$ cat src/rtl/pwm_mon_pkg.sv
// pwm_mon_pkg: FSM states, lamp channel and fault-cause indices for the PWM lamp monitor
package pwm_mon_pkg;
  typedef enum logic [1:0] {IDLE, RUN, FAULT} state_t;
  localparam int NS_RED = 0, NS_YELLOW = 1, NS_GREEN = 2, EW_RED = 3, EW_YELLOW = 4, EW_GREEN = 5;
  localparam int F_CONFLICT = 0, F_MULTI = 1, F_DARK = 2, F_AMBIG = 3;
  function automatic logic many(logic [2:0] v);
    return (v[0] & v[1]) | (v[0] & v[2]) | (v[1] & v[2]);
  endfunction
endpackage

$ cat src/rtl/pwm_lamp_monitor_if.sv
// pwm_lamp_monitor_if: lamp drive lines under test, monitor control and decoded results
interface pwm_lamp_monitor_if;
  logic en, clear;
  logic NS_Red, NS_Yellow, NS_Green, EW_Red, EW_Yellow, EW_Green;
  logic [5:0] lamp_state;
  logic lamp_valid, fault;
  logic [3:0] fault_code;
  modport master (output en, clear, NS_Red, NS_Yellow, NS_Green, EW_Red, EW_Yellow, EW_Green,
                  input lamp_state, lamp_valid, fault, fault_code);
  modport slave (input en, clear, NS_Red, NS_Yellow, NS_Green, EW_Red, EW_Yellow, EW_Green,
                 output lamp_state, lamp_valid, fault, fault_code);
endinterface

$ cat src/rtl/pwm_duty_counter.sv
// pwm_duty_counter: one lamp channel -- 2-flop synchronizer, per-window high count, threshold decode
module pwm_duty_counter #(
  parameter int WIN_BITS = 8,
  parameter int THRESH_LO = 16,
  parameter int THRESH_HI = 240
) (
  input  logic clk,
  input  logic rst,
  input  logic din,
  input  logic restart,
  input  logic win_end,
  output logic on,
  output logic amb
);
  localparam logic [WIN_BITS:0] LO = THRESH_LO[WIN_BITS:0];
  localparam logic [WIN_BITS:0] HI = THRESH_HI[WIN_BITS:0];
  logic [1:0] sync;
  logic [WIN_BITS:0] cnt, total;
  // total includes the current sample so the window-end cycle is counted
  assign total = cnt + (WIN_BITS+1)'(sync[1]);
  assign on = total >= HI;
  assign amb = !on && total > LO;
  always_ff @(posedge clk or posedge rst)
    if (rst) begin
      sync <= '0;
      cnt <= '0;
    end else begin
      sync <= {sync[0], din};
      cnt <= restart ? '0 : win_end ? (WIN_BITS+1)'(sync[1]) : total;
    end
endmodule

$ cat src/rtl/pwm_lamp_monitor.sv
// pwm_lamp_monitor: decodes six PWM lamp drives per window and latches illegal-aspect faults
module pwm_lamp_monitor
  import pwm_mon_pkg::*;
#(
  parameter int WIN_BITS = 8,
  parameter int THRESH_LO = 16,
  parameter int THRESH_HI = 240
) (
  input  logic clk,
  input  logic rst,
  pwm_lamp_monitor_if.slave bus
);
  state_t st, st_nx;
  logic [WIN_BITS-1:0] wcnt;
  logic [5:0] din, on, amb, dec, lamp;
  logic [3:0] cause, code;
  logic active, win_end, restart, trip, valid;
  assign din = {bus.EW_Green, bus.EW_Yellow, bus.EW_Red, bus.NS_Green, bus.NS_Yellow, bus.NS_Red};
  assign active = st == FAULT || (st == RUN && bus.en);
  assign win_end = active && &wcnt;
  // a window end alongside clear is still reported; otherwise clear restarts the window
  assign restart = !active || (bus.clear && !win_end);
  for (genvar c = 0; c < 6; c++) begin : g_ch
    pwm_duty_counter #(.WIN_BITS(WIN_BITS), .THRESH_LO(THRESH_LO), .THRESH_HI(THRESH_HI)) u_ch (
      .clk(clk), .rst(rst), .din(din[c]), .restart(restart), .win_end(win_end),
      .on(on[c]), .amb(amb[c]));
  end
  assign dec = on | (amb & lamp);
  assign cause[F_CONFLICT] = (dec[NS_GREEN] | dec[NS_YELLOW]) & (dec[EW_GREEN] | dec[EW_YELLOW]);
  assign cause[F_MULTI] = many(dec[NS_GREEN:NS_RED]) | many(dec[EW_GREEN:EW_RED]);
  assign cause[F_DARK] = ~|dec[NS_GREEN:NS_RED] | ~|dec[EW_GREEN:EW_RED];
  assign cause[F_AMBIG] = |amb;
  assign trip = win_end && |cause;
  always_comb st_nx = trip ? FAULT : (st != FAULT || bus.clear) ? (bus.en ? RUN : IDLE) : st;
  always_ff @(posedge clk or posedge rst)
    if (rst) st <= IDLE;
    else st <= st_nx;
  always_ff @(posedge clk or posedge rst)
    if (rst) begin
      wcnt <= '0;
      lamp <= '0;
      valid <= 1'b0;
      code <= '0;
    end else begin
      wcnt <= restart ? '0 : wcnt + WIN_BITS'(1);
      valid <= win_end;
      lamp <= win_end ? dec : lamp;
      code <= (bus.clear ? 4'b0 : code) | (win_end ? cause : 4'b0);
    end
  assign bus.lamp_state = lamp;
  assign bus.lamp_valid = valid;
  assign bus.fault_code = code;
  assign bus.fault = |code;
endmodule

$ cat src/flat_wrapper.sv
// flat-port wrapper written by rule: the top's interface ports become plain ports
module pwm_lamp_monitor_flat import pwm_mon_pkg::*;
#(
  parameter int WIN_BITS = 8,
  parameter int THRESH_LO = 16,
  parameter int THRESH_HI = 240
)
  (clk, rst, bus_en, bus_clear, bus_NS_Red, bus_NS_Yellow, bus_NS_Green, bus_EW_Red, bus_EW_Yellow, bus_EW_Green, bus_lamp_state, bus_lamp_valid, bus_fault, bus_fault_code);
  pwm_lamp_monitor_if bus_i ();
  input  logic clk;
  input  logic rst;
  input wire logic [$bits(bus_i.en)-1:0] bus_en;
  input wire logic [$bits(bus_i.clear)-1:0] bus_clear;
  input wire logic [$bits(bus_i.NS_Red)-1:0] bus_NS_Red;
  input wire logic [$bits(bus_i.NS_Yellow)-1:0] bus_NS_Yellow;
  input wire logic [$bits(bus_i.NS_Green)-1:0] bus_NS_Green;
  input wire logic [$bits(bus_i.EW_Red)-1:0] bus_EW_Red;
  input wire logic [$bits(bus_i.EW_Yellow)-1:0] bus_EW_Yellow;
  input wire logic [$bits(bus_i.EW_Green)-1:0] bus_EW_Green;
  output wire logic [$bits(bus_i.lamp_state)-1:0] bus_lamp_state;
  output wire logic [$bits(bus_i.lamp_valid)-1:0] bus_lamp_valid;
  output wire logic [$bits(bus_i.fault)-1:0] bus_fault;
  output wire logic [$bits(bus_i.fault_code)-1:0] bus_fault_code;
  assign bus_i.en = bus_en;
  assign bus_i.clear = bus_clear;
  assign bus_i.NS_Red = bus_NS_Red;
  assign bus_i.NS_Yellow = bus_NS_Yellow;
  assign bus_i.NS_Green = bus_NS_Green;
  assign bus_i.EW_Red = bus_EW_Red;
  assign bus_i.EW_Yellow = bus_EW_Yellow;
  assign bus_i.EW_Green = bus_EW_Green;
  assign bus_lamp_state = bus_i.lamp_state;
  assign bus_lamp_valid = bus_i.lamp_valid;
  assign bus_fault = bus_i.fault;
  assign bus_fault_code = bus_i.fault_code;
  pwm_lamp_monitor #(.WIN_BITS(WIN_BITS), .THRESH_LO(THRESH_LO), .THRESH_HI(THRESH_HI)) u_core (.clk(clk), .rst(rst), .bus(bus_i));
endmodule
$ cat config.mk
export PLATFORM = sky130hd
export DESIGN_NAME = pwm_lamp_monitor_flat
export DESIGN_NICKNAME = d
export VERILOG_FILES = /design/src/rtl/pwm_mon_pkg.sv /design/src/rtl/pwm_lamp_monitor_if.sv /design/src/rtl/pwm_duty_counter.sv /design/src/rtl/pwm_lamp_monitor.sv /design/src/flat_wrapper.sv
export SDC_FILE = /design/constraint.sdc
export NUM_CORES = 1
export LEC_CHECK = 0
export CORE_ASPECT_RATIO = 0.7
export CORE_MARGIN = 5
export CORE_UTILIZATION = 55
export DETAILED_ROUTE_END_ITERATION = 12
export HOLD_SLACK_MARGIN = 0.02
export PLACE_DENSITY = 0.76
export SKIP_LAST_GASP = 1
export SYNTH_ARGS = -nofsm -noshare
export SYNTH_HDL_FRONTEND = slang
export SYNTH_HIERARCHICAL = 1
export SYNTH_SLANG_ARGS = --single-unit
$ cat constraint.sdc
create_clock -name clk -period 6.7 [get_ports clk]
set_clock_uncertainty 0.1 [all_clocks]
set_input_delay 1.34 -clock clk [delete_from_list [all_inputs] [get_ports clk]]
set_output_delay 1.34 -clock clk [all_outputs]
set_load 0.01 [all_outputs]
==> results of run 1 <==
[routing by layer]
layer  wire (um)  vias to the layer above
li1            -                     1362
met1        3560                     1329
met2        3340                       55
met3         304                       11
met4          99                        0
met5           0                        -
[synth_stat cells, drive strengths merged (3+ instances only)]
master,number
nand2,25
or2,6
mux2i,6
clkbuf,7
a21oi,11
ha,13
nor2,86
a31o,6
nand2b,3
and3,3
dfrtp,87
o21ai,5
xor2,13
nor2b,3
nand3,22
o41ai,6
nor3,14
xnor2,35
inv,25
a41oi,6
[power by group through the flow]
stage	Clock (W)	Combinational (W)	Sequential, W
after floorplan	0	0.0000210	0.000542
after global placement	0	0.0000320	0.000543
after detailed placement	0	0.0000326	0.000543
after CTS	0.000350	0.0000327	0.000533
after global routing	0.000377	0.0000372	0.000533
final	0.000338	0.0000317	0.000533
[logic make-up after synthesis]
logic type               synth area share (%)
AND/OR/NAND/NOR                          19.2
flip-flops                               53.1
XOR/XNOR                                 10.3
AO/OA/AOI/OAI                            8.61
buffers and inverters                    3.39
adder cells (fa/ha/maj)                  3.97
multiplexers                             1.47
[worst reg2reg max path: stages, from the launching register on]
cell and delay (ns):
dfrtp_1 0.39, ha_1 0.23, ha_1 0.23, nand2_1 0.11, nor2_1 0.06, xnor2_1 0.17, o41ai_2 0.41, a41oi_1 0.15
or4_1 0.58, nor3_1 0.29, nand2_1 0.12, nor4_2 0.32, o21a_1 0.19
[worst paths after layout]
path | startpoint | endpoint | slack (ns) | cells after the start
min reg2reg | u_core/g_ch[2].u_ch/sync[0] | u_core/g_ch[2].u_ch/sync[1] | 0.25 | 0
max | u_core/g_ch[3].u_ch/sync[1] | u_core/st[0] | 3.33 | 12
min in group asynchronous | rst | u_core/g_ch[5].u_ch/cnt[3] | 1.47 | 2
max in group asynchronous | rst | u_core/bus.lamp_state[2] | 4.34 | 2
max reg2reg | u_core/g_ch[3].u_ch/sync[1] | u_core/st[0] | 3.33 | 12
min | u_core/g_ch[2].u_ch/sync[0] | u_core/g_ch[2].u_ch/sync[1] | 0.25 | 0
[cell type report]
type / count / area (um2) / area share, %
clock inverters: 1 / 30.0 / 0.658
well taps: 98 / 123 / 2.69
multi-input cells: 274 / 1780 / 39.1
clock buffers: 13 / 149 / 3.26
inverters: 25 / 93.8 / 2.06
repair buffers: 21 / 210 / 4.60
flip-flops and latches: 87 / 2180 / 47.7
[cell usage in the layout, fill, tap and decap left out, drive strengths merged]
master,Yosys,final
nand2b,3,3
a221o,1,1
inv,25,25
xnor2,35,35
o21ai,5,5
o41ai,6,6
xor2,13,13
o32ai,1,1
nand4,1,1
dfrtp,87,87
clkbuf,7,13
clkdlybuf4s50,0,21
a22oi,1,1
a22o,2,2
mux2i,6,6
nand3,22,22
a41oi,6,6
and3,3,3
a21o,1,1
nor2,86,86
nand2,25,25
nor3,14,14
bufinv,0,1
a21oi,11,11
or4,1,1
ha,13,13
and4b,1,1
nor2b,3,3
o21a,1,1
or2,6,6
a31o,6,6
nor4,1,1
[through the flow]
step	area, um2	cells	utilization, %	total power, W	hold WS [ns]
2_1_floorplan	4100	395	-	0.000563	0.231
3_3_place_gp	4390	505	60.2	0.000575	0.234
3_5_place_dp	4390	505	60.2	0.000576	0.236
4_1_cts	4570	519	62.7	0.000915	0.253
5_1_grt	4570	519	62.7	0.000947	0.263
6_report	4570	519	62.7	0.000902	0.250
[flip-flops by register name, summed over array words and instances (netlist names)]
name and count:
u_core/wcnt 8, u_core/g_ch.u_ch/sync 12, u_core/g_ch.u_ch/cnt 54, u_core/bus.fault_code 4, u_core/st 2, u_core/bus.lamp_valid 1
u_core/bus.lamp_state 6
==> summary.txt, run 1 <==
Outcome
  • Outcome: completed

Clock tree
  • CTS buffer count: 9
  • Hold buffers post-CTS: 0
  • CTS tree: built
  • Htree depth: 3
  • Sink Count: between 80 and 90
  • Clk_lat worst skew: around 0.34 ns
  • Setup Buffers After CTS: 0
  • Resized cells post-CTS: 0
  • Clk slew on worst S/H paths: approximately 0.070 ns
  • Clock Path Buffers: 2
  • CTS root buf: clkbuf_8

Worst setup path
  • Worst Path Required: slightly below 7 ns
  • CP delay by family, top: simple AND/OR/NAND/NOR gates
  • CP Capture Type: flip-flop
  • Worst-path cell chain: ha_1, ha_1, nand2_1, nor2_1, xnor2_1, o41ai_2, a41oi_1, or4_1, nor3_1, nand2_1, nor4_2, o21a_1
  • CP Launch Type: flip-flop
  • Slowest-stage cell, CP: or4_1
  • Critical path class: flip-flop to flip-flop
  • CP Max Fanout: 3
  • Max incr delay on CP: about 0.58 ns
  • Worst path bufs/invs: 0
  • Crit path DAT: between 3 and 4 ns

Detailed routing
  • Routed vias/inst: around 5.3
  • DRC: 0
  • Drt wl/cell: approximately 14 um
  • 1st-pass router iterations: 6
  • Initial DRC count: 187
  • Routed vias: between 2000 and 3000
  • WL final: about 7300 um
  • Post-route ant nets: 0

STA
  • Crit path time final: approximately 3.4 ns
  • Slew margin rel.: 23.7%
  • Pins Over Slew Limit: 0
  • Worst-margin pin slew: ~1.1 ns
  • Final worst setup slack: approximately 3.3 ns
  • Max Freq: slightly below 0.3 GHz
  • Post-route setup TNS: 0 ns
  • RSZ-0062 raised after global routing: no
  • Final setup fails: 0
  • Fin crit share: about half
  • Hold Vio Cnt, Final: 0

Layout
  • Area grow syn2layout: 11.4%
  • Nets: approximately 440
  • Share of cells above drive strength 1: about a tenth
  • # fillers: 609
  • Antenna Cells: 0

Pwr
  • P_leak: between 1.5 and 2 nW
  • Clock share of power: between 30% and 40%
  • Sw Pwr: around 0.00018 W
  • P_int: around 0.0007 W
  • Flop pwr share: 59.0%
  • Peak VDD IR: roughly 0.12 mV
  • Switching share of power: ~20%
  • Pwr dens: between 150 and 200 nW/um2
  • Comb pwr share: about 3.5%

Die
  • Initial Utilization: around 56%
  • Chip Width: about 110 um
  • Die H: 82.2 um
  • Die area: 9310 um2
  • Total core area: 7290 um2
  • Row cnt: 26
  • I/O pin cnt: 22

GRT
  • Total grt overflow: 0
  • Vias in the first global route: approximately 2800
  • All-layer global routing usage: between 10% and 20%
  • GRT met2 Usage: approximately 29%
  • Global-route wire length before repair: 12800 um
  • Met1 GRT Util: about a quarter
  • Global route hottest layer: met2
  • Antenna violations before repair: 0
  • Largest net degree at the start of global routing: 30
  • Met3 capacity usage during global routing: roughly 4%

Synthesis
  • Synth Register Bits: 87
  • Number of library cell types mapped by synthesis: 35
  • Post-synthesis sequential area ratio: a little over half
  • Dominant cell type by area after synthesis: dfrtp_1
  • Ys Warns: 6
  • Syn_nets: roughly 420
  • Most used DFF post-synth: dfrtp_1
  • Mapped Cells: between 300 and 400
  • Syn avg cell area: about 10 um2
  • Top-area cell type share of the netlist area: between 50% and 60%
  • Post-synth EDFFs: 0
  • Ranking of synthesized cells by area: dfrtp_1 53%, nor2_1 7.9%, xnor2_1 7.5%
  • Ys async rst share: 100%
  • Synthesized area: 4100 um2

Min path
  • Hold WC Path Type: flip-flop to flip-flop

Placement
  • Dpl hpwl: between 5000 and 6000 um
  • GP Congestion: between 0.8 and 0.9
  • Placement Setup Slack: roughly 3 ns
  • Port-buffer cells: 21

Run
  • Max_cap viols: 0
Note: power is estimated with default switching activity, not from simulation.
==> run 2, diff against run 1 <==
Settings changed: CORE_UTILIZATION 55 to 54, PLACE_DENSITY 0.76 to 0.78.
Clock period 6.7 ns to 3.1 ns, I/O delays scaled along.
==> run 2 against run 1 <==
  * Total power is 120% higher
  * Register-to-register slack worse by 3.2 ns
  * Worst hold slack better by 0.00071 ns
  * Clock power is 110% higher
  * Die area is 1.7% higher
  * Utilization is 5.3 points higher
  * Critical endpoint unchanged
==> summary.txt, run 2 (synthesized netlist as in run 1, its figures left out) <==
Detailed routing
  • Routed vias: just under 3000
  • 1st-pass router iterations: 4
  • WL final: between 8000 and 9000 um
  • Post-route ant nets: 0
  • Initial DRC count: roughly 190
  • Drt wl/cell: 15.2 um
  • Routed vias/inst: 5.39
  • DRC: 0

Layout
  • Antenna Cells: 0
  • Biggest registers after layout: u_core/g_ch.u_ch/cnt x54, u_core/g_ch.u_ch/sync x12, u_core/wcnt x8
  • Commonest non-fill, non-tap cell in the layout: dfrtp_1
  • Cell area after layout: ~5000 um2
  • Final Util: about two thirds
  • Top reg by flops: u_core/g_ch.u_ch/cnt
  • Final non-filler cell total: around 540
  • Most frequent cells in the layout: 87 x dfrtp_1, 83 x nor2_1, 29 x xnor2_1
  • Area grow syn2layout: 21.9%
  • Nets: around 460
  • Max reg flops: 54
  • Share of cells above drive strength 1: between 20% and 30%

Worst setup path
  • Worst Path Required: around 3.3 ns
  • Max incr delay on CP: 0.42 ns
  • Cell mode on critical path: ha_1
  • Worst-path cell chain: ha_1, ha_1, nand2_1, nor2_1, xnor2_2, o41ai_2, a41oi_2, a21oi_2, inv_1, a221o_1, nor4_4, o21a_1
  • Reg2reg path depth: 12
  • Reg2reg end: u_core/st[0]
  • R2R setup slack: 0.1 ns
  • Worst setup path endpoint: u_core/st[0]
  • RR Startpoint: u_core/g_ch[0].u_ch/sync[1]
  • CP Capture Type: flip-flop
  • CP Launch Type: flip-flop
  • Worst setup startpoint: u_core/g_ch[0].u_ch/sync[1]
  • Slowest-stage cell, CP: o41ai_2
  • Crit path DAT: about 3.2 ns
  • Critical path class: flip-flop to flip-flop
  • CP Max Fanout: 3

Clock tree
  • Htree depth: 3
  • Sink Count: between 80 and 90
  • CTS buffer count: 9
  • Clk_lat worst skew: roughly 0.37 ns
  • CTS tree: built
  • Clock Path Buffers: 2
  • Clk slew on worst S/H paths: roughly 0.080 ns
  • Hold buffers post-CTS: 0
  • CTS root buf: clkbuf_8

STA
  • Slew margin rel.: 63.2%
  • Fin crit share: between 90% and 100%
  • Max Freq: ~0.33 GHz
  • Post-route setup TNS: 0 ns
  • Final setup fails: 0
  • Pins Over Slew Limit: 0
  • Worst-margin pin slew: around 0.55 ns
  • Crit path time final: approximately 3 ns
  • Hold Vio Cnt, Final: 0

Placement
  • Cell Area, Placed: 4480 um2
  • Port-buffer cells: 21
  • GP Congestion: around 0.85
  • Dpl hpwl: 5830 um
  • DP Cell Count: just over 500

Pwr
  • Pwr dens: roughly 400 nW/um2
  • P_leak: 2.17 nW
  • Overall power: ~0.002 W
  • Peak VDD IR: between 0.2 and 0.3 mV

Min path
  • Hold_sp: u_core/g_ch[2].u_ch/sync[0]
  • Hold WC Path Type: flip-flop to flip-flop
  • WHS Path Cells: 0

Die
  • Initial Utilization: a little under three fifths
  • Total core area: between 7000 and 8000 um2
  • Die area: 9460 um2
  • Row cnt: 26
  • I/O pin cnt: 22
  • Die H: slightly above 80 um
  • Chip Width: 114 um

Outcome
  • Outcome: completed

GRT
  • Vias in the first global route: a little under 3000
  • Total grt overflow: 0
  • All-layer global routing usage: ~18%
  • Global-route wire length before repair: around 14000 um
  • Antenna violations before repair: 0
  • Largest net degree at the start of global routing: 25

Run
  • Max_cap viols: 0
run 2: changes by cell type in the layout (fill, tap and decap cells not counted), sizes merged:
cell	change
buf	+23
bufinv	-1
clkbuf	-1
clkinv	+3
clkinvlp	+1
run 2: worst min-delay path by stage:
stage	endpoint	slack, ns
floorplan	u_core/g_ch[0].u_ch/sync[1]	0.23
global placement	u_core/g_ch[2].u_ch/sync[1]	0.23
detailed placement	u_core/g_ch[0].u_ch/sync[1]	0.24
CTS	u_core/g_ch[2].u_ch/sync[1]	0.25
global route	u_core/g_ch[4].u_ch/sync[1]	0.26
finish	u_core/g_ch[2].u_ch/sync[1]	0.25
run 2: what timing repair did:
| item | CTS | global route |
|---|---|---|
| setup buffers | 0 | 11 |
| setup endpoints to repair | 2 | 4 |
| pin swaps | 9 | 21 |
| resized for setup | 4 | 37 |
| gates cloned | 0 | 0 |
run 2: critical path: cells and delay by family, from the launching register on:
kind	cells	cell delay [ns]
adder cells (fa/ha/maj)	2	0.48
buffers and inverters	1	0.08
XOR/XNOR	1	0.17
flip-flops	1	0.39
AO/OA/AOI/OAI	5	1.26
AND/OR/NAND/NOR	3	0.48
run 2: report_power, final:
part / internal [W] / leakage [nW] / switching [W]
clock network: 0.000336 / 0.0926 / 0.000385
logic: 0.0000271 / 0.898 / 0.0000496
registers: 0.00115 / 1.18 / 0.00000562
run 2: per-stage QoR:
step	hold slack (ns)	setup WS, ns
4_1_cts	0.255	0.0100
6_report	0.251	0.0997
3_5_place_dp	0.236	-0.0451
2_1_floorplan	0.231	0.263
5_1_grt	0.260	-0.0512
3_3_place_gp	0.233	0.0349
run 2: area by class of cell:
class	instances	area (um2)
fillers	563	2350
inverters	25	93.8
clock buffers	12	155
repair buffers	44	383
multi-input cells	274	2040
well taps	98	123
flip-flops and latches	87	2180
clock inverters	4	30.0
run 2: metal layers:
layer,track usage [%],routed length (um)
met5,0,0
met4,5.93,161
met3,6.18,315
met2,27.2,3890
met1,25.2,3920
